[src/rtl/im_loader.sv]
// im_loader: boot-time program loader for the CPU instruction memory.
// Accepts a framed byte stream over valid/ready:
//   0xA5, N (0 => 256), N x {HI, LO}, CHK
// assembles 15-bit words {HI[6:0], LO}, and writes them to consecutive
// addresses starting at 0. cpu_hold stays high until a complete frame with
// a matching XOR checksum has been written.
module im_loader #(
    parameter int TIMEOUT = 1024
) (
    input  logic        clk,
    input  logic        rst_n,
    input  logic        in_valid,
    input  logic [7:0]  in_data,
    output logic        in_ready,
    output logic        im_we,
    output logic [7:0]  im_addr,
    output logic [14:0] im_data,
    output logic        cpu_hold,
    output logic        done,
    output logic        err
);

    typedef enum logic [2:0] {
        S_IDLE  = 3'd0,
        S_COUNT = 3'd1,
        S_HI    = 3'd2,
        S_LO    = 3'd3,
        S_WRITE = 3'd4,
        S_CHECK = 3'd5,
        S_DONE  = 3'd6,
        S_ERROR = 3'd7
    } state_t;

    // Idle counter must be able to hold the value TIMEOUT itself.
    localparam int IDLE_W = (TIMEOUT < 1) ? 1 : $clog2(TIMEOUT + 1);
    localparam logic [IDLE_W-1:0] IDLE_LIM  = IDLE_W'(TIMEOUT);
    localparam logic [IDLE_W-1:0] IDLE_ONE  = IDLE_W'(1);
    localparam logic [7:0]        SYNC_BYTE = 8'hA5;

    // Running checksum update: XOR of every HI/LO byte in the frame.
    function automatic logic [7:0] chk_fold(input logic [7:0] acc,
                                            input logic [7:0] b);
        return acc ^ b;
    endfunction

    // States in which the inter-byte idle counter runs.
    function automatic logic is_timed(input state_t s);
        return (s == S_COUNT) || (s == S_HI) || (s == S_LO) || (s == S_CHECK);
    endfunction

    state_t              state_q, state_d, next_s;
    logic [7:0]          addr_q, addr_d;
    logic [8:0]          remaining_q, remaining_d;
    logic [7:0]          chk_q, chk_d;
    logic [6:0]          opcode_q, opcode_d;
    logic [IDLE_W-1:0]   idle_q, idle_d;
    logic [14:0]         im_data_q, im_data_d;
    logic                im_we_q, im_we_d;
    logic                in_ready_q, in_ready_d;
    logic                cpu_hold_q, cpu_hold_d;
    logic                done_q, done_d;
    logic                err_q, err_d;

    logic                accept_s;
    logic                timeout_s;
    logic                is_sync_s;

    assign accept_s  = in_valid && in_ready_q;
    assign is_sync_s = (in_data == SYNC_BYTE);
    // Timeout fires only when no byte arrives in the cycle the limit is hit.
    assign timeout_s = (TIMEOUT != 0) && is_timed(state_q) &&
                       (idle_q == IDLE_LIM) && !accept_s;

    assign in_ready = in_ready_q;
    assign im_we    = im_we_q;
    assign im_addr  = addr_q;
    assign im_data  = im_data_q;
    assign cpu_hold = cpu_hold_q;
    assign done     = done_q;
    assign err      = err_q;

    // Next-state, datapath and registered-output computation.
    always_comb begin
        next_s      = state_q;
        addr_d      = addr_q;
        remaining_d = remaining_q;
        chk_d       = chk_q;
        opcode_d    = opcode_q;
        im_data_d   = im_data_q;
        idle_d      = idle_q;

        case (state_q)
            S_IDLE: begin
                if (accept_s && is_sync_s) begin
                    next_s = S_COUNT;
                end else begin
                    next_s = S_IDLE;
                end
            end
            S_COUNT: begin
                if (accept_s) begin
                    remaining_d = (in_data == 8'h00) ? 9'd256 : {1'b0, in_data};
                    addr_d      = 8'h00;
                    chk_d       = 8'h00;
                    next_s      = S_HI;
                end else begin
                    next_s = S_COUNT;
                end
            end
            S_HI: begin
                if (accept_s) begin
                    if (in_data[7]) begin
                        next_s = S_ERROR;
                    end else begin
                        opcode_d = in_data[6:0];
                        chk_d    = chk_fold(chk_q, in_data);
                        next_s   = S_LO;
                    end
                end else begin
                    next_s = S_HI;
                end
            end
            S_LO: begin
                if (accept_s) begin
                    im_data_d = {opcode_q, in_data};
                    chk_d     = chk_fold(chk_q, in_data);
                    next_s    = S_WRITE;
                end else begin
                    next_s = S_LO;
                end
            end
            S_WRITE: begin
                // Address wraps 0xFF -> 0x00 after the 256th word.
                addr_d      = addr_q + 8'd1;
                remaining_d = remaining_q - 9'd1;
                if (remaining_q == 9'd1) begin
                    next_s = S_CHECK;
                end else begin
                    next_s = S_HI;
                end
            end
            S_CHECK: begin
                if (accept_s) begin
                    if (in_data == chk_q) begin
                        next_s = S_DONE;
                    end else begin
                        next_s = S_ERROR;
                    end
                end else begin
                    next_s = S_CHECK;
                end
            end
            S_DONE: begin
                if (accept_s && is_sync_s) begin
                    next_s = S_COUNT;
                end else begin
                    next_s = S_DONE;
                end
            end
            S_ERROR: begin
                if (accept_s && is_sync_s) begin
                    next_s = S_COUNT;
                end else begin
                    next_s = S_ERROR;
                end
            end
            default: begin
                next_s = S_IDLE;
            end
        endcase

        if (timeout_s) begin
            state_d = S_ERROR;
        end else begin
            state_d = next_s;
        end

        // Idle counter clears on accepts and state entries; saturates at limit.
        if (!is_timed(state_d) || (state_d != state_q) || accept_s) begin
            idle_d = '0;
        end else if (idle_q != IDLE_LIM) begin
            idle_d = idle_q + IDLE_ONE;
        end else begin
            idle_d = idle_q;
        end

        // Moore outputs registered from the next state.
        in_ready_d = (state_d != S_WRITE);
        im_we_d    = (state_d == S_WRITE);
        done_d     = (state_d == S_DONE);
        err_d      = (state_d == S_ERROR);
        cpu_hold_d = (state_d != S_DONE);
    end

    // State, datapath and output registers with asynchronous reset.
    always_ff @(posedge clk or negedge rst_n) begin
        if (!rst_n) begin
            state_q     <= S_IDLE;
            addr_q      <= 8'h00;
            remaining_q <= 9'd0;
            chk_q       <= 8'h00;
            opcode_q    <= 7'd0;
            idle_q      <= '0;
            im_data_q   <= 15'd0;
            im_we_q     <= 1'b0;
            in_ready_q  <= 1'b1;
            cpu_hold_q  <= 1'b1;
            done_q      <= 1'b0;
            err_q       <= 1'b0;
        end else begin
            state_q     <= state_d;
            addr_q      <= addr_d;
            remaining_q <= remaining_d;
            chk_q       <= chk_d;
            opcode_q    <= opcode_d;
            idle_q      <= idle_d;
            im_data_q   <= im_data_d;
            im_we_q     <= im_we_d;
            in_ready_q  <= in_ready_d;
            cpu_hold_q  <= cpu_hold_d;
            done_q      <= done_d;
            err_q       <= err_d;
        end
    end

endmodule

[config.mk]
export PLATFORM = sky130hd
export DESIGN_NAME = im_loader
export DESIGN_NICKNAME = d
export VERILOG_FILES = /design/src/rtl/im_loader.sv
export SDC_FILE = /design/constraint.sdc
export NUM_CORES = 1
export LEC_CHECK = 0
export CELL_PAD_IN_SITES_DETAIL_PLACEMENT = 1
export CELL_PAD_IN_SITES_GLOBAL_PLACEMENT = 1
export CORE_MARGIN = 1.5
export CORE_UTILIZATION = 40
export DETAILED_ROUTE_END_ITERATION = 10
export PLACE_DENSITY = 0.78
export SYNTH_ARGS = -nofsm -noshare
export SYNTH_HDL_FRONTEND = slang
export SYNTH_SLANG_ARGS = --single-unit
[constraint.sdc]
create_clock -name clk -period 2.3 [get_ports clk]
set_input_delay 0.23 -clock clk [delete_from_list [all_inputs] [get_ports clk]]
set_output_delay 0.23 -clock clk [all_outputs]
set_load 0.01 [all_outputs]
# [Word level (Yosys, flattened, before mapping)]
# Cells that the tools add are included.
[word_totals] register_bits=66 in_bits=11 output_inout_bits=28 wordCells=89
[classes] addsub=3 n_eq_ne=26 n_mux=23 bitwise_logic=2 n_reduce_logical=23
[op_table] cell="2-to-1 mux 8 bit" count=4
[op_table] cell="equality test 3 bit, second input constant" count=8
[op_table] cell="2-to-1 mux 3 bit" count=8
[op_table] cell="case mux 3 bit (8 select lines)" count=1
[op_table] cell="case mux 8 bit (3 select lines)" count=1
[op_table] cell="2-to-1 mux 11 bit" count=2
[op_table] cell="2-to-1 mux 9 bit" count=2
[op_table] cell="case mux 9 bit (2 select lines)" count=1
[op_table] cell="case mux 8 bit (2 select lines)" count=1
[op_table] cell="equality test 3 x 2 -> 1 bit, second input constant" count=4
[op_table] cell="adder 11 x 1 -> 11 bit, second input constant" count=1
[op_table] cell="equality test 11 bit, second input constant" count=1
[op_table] cell="!= test 11 bit, second input constant" count=1
[op_table] cell="equality test 9 x 1 -> 1 bit, second input constant" count=1
[op_table] cell="subtractor 9 x 1 -> 9 bit, second input constant" count=1
[op_table] cell="adder 8 x 1 -> 8 bit, second input constant" count=1
[op_table] cell="equality test 8 bit" count=1
[op_table] cell="equality test 8 bit, second input constant" count=1
[op_table] cell="logical NOT 8 bit" count=1
[op_table] cell="logical OR 1 bit" count=8
[op_table] cell="!= test 2 bit, second input constant" count=4
[op_table] cell="bitwise XOR 8 bit" count=1
[op_table] cell="equality test 3 x 1 -> 1 bit, second input constant" count=2
[op_table] cell="!= test 3 bit, second input constant" count=2
[op_table] cell="other kinds (12)" count=19

# [Logic depth before layout (Yosys ltp)]
# Gate-level depths: netlist (run 1).
[logic_depth] word_depth=15 mapped_depth=8 depth_no_buf=7

# [Worst setup path before layout (run 1)]
# No wires, ideal clock.
[synth_timing] kind="register to register" from="register idle_q[0]" to="register idle_q[10]" arrival_ps=2428 required_time_ps=2205 slack_ps=-223 stages_incl_launch_ff=9 period_less_slack_ps=2523 cell_sequence="dfrtp_1 inv_1 ha_1 or4b_4 nor4_4 mux2_4 o31a_4 buf_12 nor4b_2"
[synth_via] elab_chain_len=12 elab_cells_between_ends=20
[synth_rtl] item="from (decl)" line="56" text="logic [IDLE_W-1:0] idle_q, idle_d;"
[synth_rtl] item="from (signal assigned)" line="216" text="idle_q <= idle_d;"
[synth_rtl] item="equality test 11 bit" line="72" text="(idle_q == IDLE_LIM) && !accept_s;"
[synth_rtl] item="logical AND 1 bit" line="71" text="assign timeout_s = (TIMEOUT != 0) && is_timed(state_q) &&"
[synth_rtl] item="logical AND 1 bit" line="72"
[synth_rtl] item="2-to-1 mux 3 bit" line="172" text="if (timeout_s) begin"
[synth_rtl] item="equality test 3 x 1 -> 1 bit / equality test 3 x 2 -> 1 bit (equally long branches)" line="48" text="return (s == S_COUNT) || (s == S_HI) || (s == S_LO) || (s == S_CHECK);"
[synth_rtl] item="logical OR 1 bit (3 in series)" line="48"
[synth_rtl] item="logical NOT 1 bit" line="179" text="if (!is_timed(state_d) || (state_d != state_q) || accept_s) begin"
[synth_rtl] item="logical OR 1 bit (2 in series)" line="179"
[synth_rtl] item="2-to-1 mux 11 bit / nonzero test 2 bit (equally long branches)"
# Several ways; a longest one is shown, not always the timed one. The select of a mux whose other input is x is not followed.
# A chain may end at the register's enable or synchronous reset.

# [Worst setup path after layout (run 1)]
[layout_timing] from="register idle_q[0]" to="register idle_q[4]"
# Same word-level chain as after synthesis.

==> results.toml, run 1 <==
[grt]
grt_pass1_vias = 3046
grt_max_degree = 67
overflow = 0
antenna_found_initial = 0
grt_pass1_wl_um = 15000
grt_util_all_layers_pct = 21.6

[synthesis]
seq_area_frac_synth_pct = 47.6
avgSynthCellArea_um2 = 10.7
yosys.area.top_type_share_pct = 46.1
synth_top_cell_by_area = "dfrtp_1"
netlist_instances = 325
synth_edf_count = 0
synth_fp_nets = 341
yosys_register_bits = 66
synth_warnings = 0
async_reset_ff_share_pct = 100
yosys-top-cells-area = "dfrtp_1 (46%), mux2_2 (4.9%), o21ai_0 (3.5%)"
synth_flop_cell = "dfrtp_1"
syn_area_um2 = 3470
yosysUniqueCellTypes = 64

[floorplan]
ioPinCount = 39
start_util_pct = 41.8
core_area_um2 = 8300
rows = 33
die_y_um = 96.2
die_w_um = 96.2
dieArea_um2 = 9250

[sta]
setup_viol = 0
finalSetupTns_ns = 0
worst_slew_pin_slew_ns = 0.568
final-hold-violation-count = 0
max-slew-margin-rel_pct = 61.9
min_period_ns = 2.28
finClkSkew_ns = 0.0107
period_share_pct = 99.2
timing.fmax_ghz = 0.439
drv_slew = 0
rsz0062_at_grt = "yes"
worst_slack_ns = 0.0195
hold_slack_ns = 0.402

[worst_setup_path]
worstSetupEndpointType = "register"
critPathKind = "register to register"
critPathMaxFanout = 7
critPathRequiredTime_ns = 2.56
ff2ff_path_depth = 8
r2r_end = "idle_q[4]"
worstPathArrival_ns = 2.54
r2r_slack_ns = 0.02
start_kind = "register"
r2r_start = "idle_q[0]"

[detailed_routing]
wl_per_cell_um = 17.4
drtIter0Drc = 109
firstDrtPassIters = 4
wirelength_um = 8720
drc = 0
vias_per_cell = 5.49
drtAntennaViolNets = 0
routed-via-count = 2751

[cells_and_area]
layout-drive-gt1-share_pct = 23.7
diodes = 0
area_growth_pct = 27.1
stdcell_area_um2 = 4410
layout.nets = 407
multi_input_area_um2 = 1730
final-seq-area_um2 = 1650
fillerInstances = 915

[flow_run]
drv_cap = 0

[placement]
port_buffers = 38
pre_cts_ws_ns = -0.0580
gp_congestion = 0.770
dpl_cell_area_um2 = 4140
dp_hpwl_um = 6150

[clocking]
htreeDepth = 3
ctsLongestPathBuffers = 2
clock-sinks = 66
clk_latency_ns = 0.35
clk_pin_slew_ns = 0.08
cts_made_buffers = 9
cts_tree = "built"
clockRootBuffer = "clkbuf_8"

[pwr]
leakage_uw = 0.00190
power_density_nw_per_um2 = 1210
p_total_uw = 5330
ir_drop_v = 0.000632

[min_path]
hp-class = "primary input to asynchronous set/reset pin"

[run_status]
status = "completed"
-- state kept, by name, summed over array words and instances, names as in the netlist --
register and cells:
im_data 15, idle_q 11, remaining_q 9, chk_q 8, im_addr 8, opcode_q 7
state_q 3, cpu_hold 1, done 1, err 1, im_we 1, in_ready 1
-- cell usage after synthesis, drive strengths merged, types with 2 or more instances --
| cell type | n |
|---|---|
| ha | 5 |
| mux2 | 23 |
| nand2 | 28 |
| nor3 | 9 |
| o21ai | 29 |
| inv | 7 |
| a221o | 4 |
| nor4 | 11 |
| or4b | 2 |
| nor2 | 28 |
| dfrtp | 64 |
| dfstp | 2 |
| a21oi | 11 |
| or3b | 2 |
| xor2 | 12 |
| a32oi | 2 |
| nor3b | 2 |
| o311ai | 2 |
| mux2i | 4 |
| xnor2 | 5 |
| clkbuf | 12 |
| nor4b | 3 |
| nand3 | 10 |
| nand2b | 9 |
| nor2b | 5 |
| and3 | 4 |
| nand4 | 3 |
| buf | 4 |
| and2 | 3 |
-- routing by layer --
layer / up-vias / global-route usage [%] / share of wire, %
met5: - / 0 / 0
met4: 0 / 10.5 / 2.6
met2: 46 / 35.9 / 50
met1: 1395 / 27.0 / 45
met3: 18 / 3.87 / 2.8
li1: 1292 / - / -
-- stage by stage --
step,utilization [%],instances
after floorplan,-,325
after global placement,49.9,481
after detailed placement,49.9,481
after CTS,52.8,500
after global routing,53.2,501
final,53.2,501
-- critical path: stages, from the launching register on --
cell	delay, ns
dfrtp_1	0.39
inv_1	0.07
ha_1	0.13
or4b_4	0.46
nor4_4	0.19
mux2_4	0.33
o31a_4	0.33
buf_12	0.16
nor4_4	0.12
-- cells in the final DEF, fill, tap and decap left out, types with 4 or more instances in the layout --
master and count:
nor2_1 28, a221o_1 4, o21ai_1 4, xnor2_1 5, nand3_1 10, buf_12 4, mux2_2 15, mux2_1 7
clkdlybuf4s50_1 37, inv_1 7, mux2i_1 4, o21ai_0 24, nor3_1 6, nor4_2 5, buf_4 28, nand2b_1 9
clkbuf_8 12, ha_1 5, xor2_1 12, dfrtp_1 64, nand2_1 28, a21oi_1 11, nor2b_1 5
-- worst max-delay path by stage --
stage,start,to,slack (ns),depth (start not counted)
6_report,idle_q[0],idle_q[4],0.02,8
5_1_grt,idle_q[0],idle_q[4],-0.13,8
4_1_cts,idle_q[0],idle_q[6],0.01,8
3_5_place_dp,idle_q[0],idle_q[1],-0.06,7
3_3_place_gp,idle_q[0],idle_q[1],0.01,7
2_1_floorplan,idle_q[0],idle_q[10],-0.19,8
-- report_power, final --
part / total [uW] / internal, uW / switching [uW]
logic: 2410 / 1260 / 1150
clock network: 933 / 475 / 458
registers: 1990 / 1610 / 383
-- area by class of cell --
| cell class | instances | area share, % |
|---|---|---|
| inverters | 7 | 0.596 |
| flip-flops and latches | 66 | 37.5 |
| repair buffers | 71 | 15.3 |
| multi-input cells | 236 | 39.3 |
| well taps | 105 | 2.98 |
| clock inverters | 4 | 0.567 |
| clock buffers | 12 | 3.74 |
-- cell families after synthesis --
kind of cell               after synthesis  synth area share (%)
AOI/OAI and AO/OA                       61                  11.9
adders and majority gates                5                  1.80
buffers and inverters                   23                  3.86
and+or+nand+nor                        126                  21.8
xor gates and xnor gates                17                  4.29
muxes                                   27                  8.72
DFF                                     66                  47.6
-- repair_timing --
action | CTS | global route
endpoints found under the setup margin | 7 | 13
setup buffers | 2 | 1
hold endpoints to repair | 64 | 0
hold buffers | 1 | 0
resized for setup | 3 | 3
pin swaps | 1 | 1
Note: power is estimated with default switching activity, not from simulation.
==> run 2, diff against run 1 <==
--- a/config.mk
+++ b/config.mk
@@ -9,8 +9,10 @@
 export CELL_PAD_IN_SITES_GLOBAL_PLACEMENT = 1
 export CORE_MARGIN = 1.5
 export CORE_UTILIZATION = 40
+export CTS_CLUSTER_DIAMETER = 150
 export DETAILED_ROUTE_END_ITERATION = 10
 export PLACE_DENSITY = 0.78
 export SYNTH_ARGS = -nofsm -noshare
 export SYNTH_HDL_FRONTEND = slang
 export SYNTH_SLANG_ARGS = --single-unit
+export TNS_END_PERCENT = 100
==> results of run 2 <==
Same layout as run 1: the final DEF is identical, and so are final timing and power.
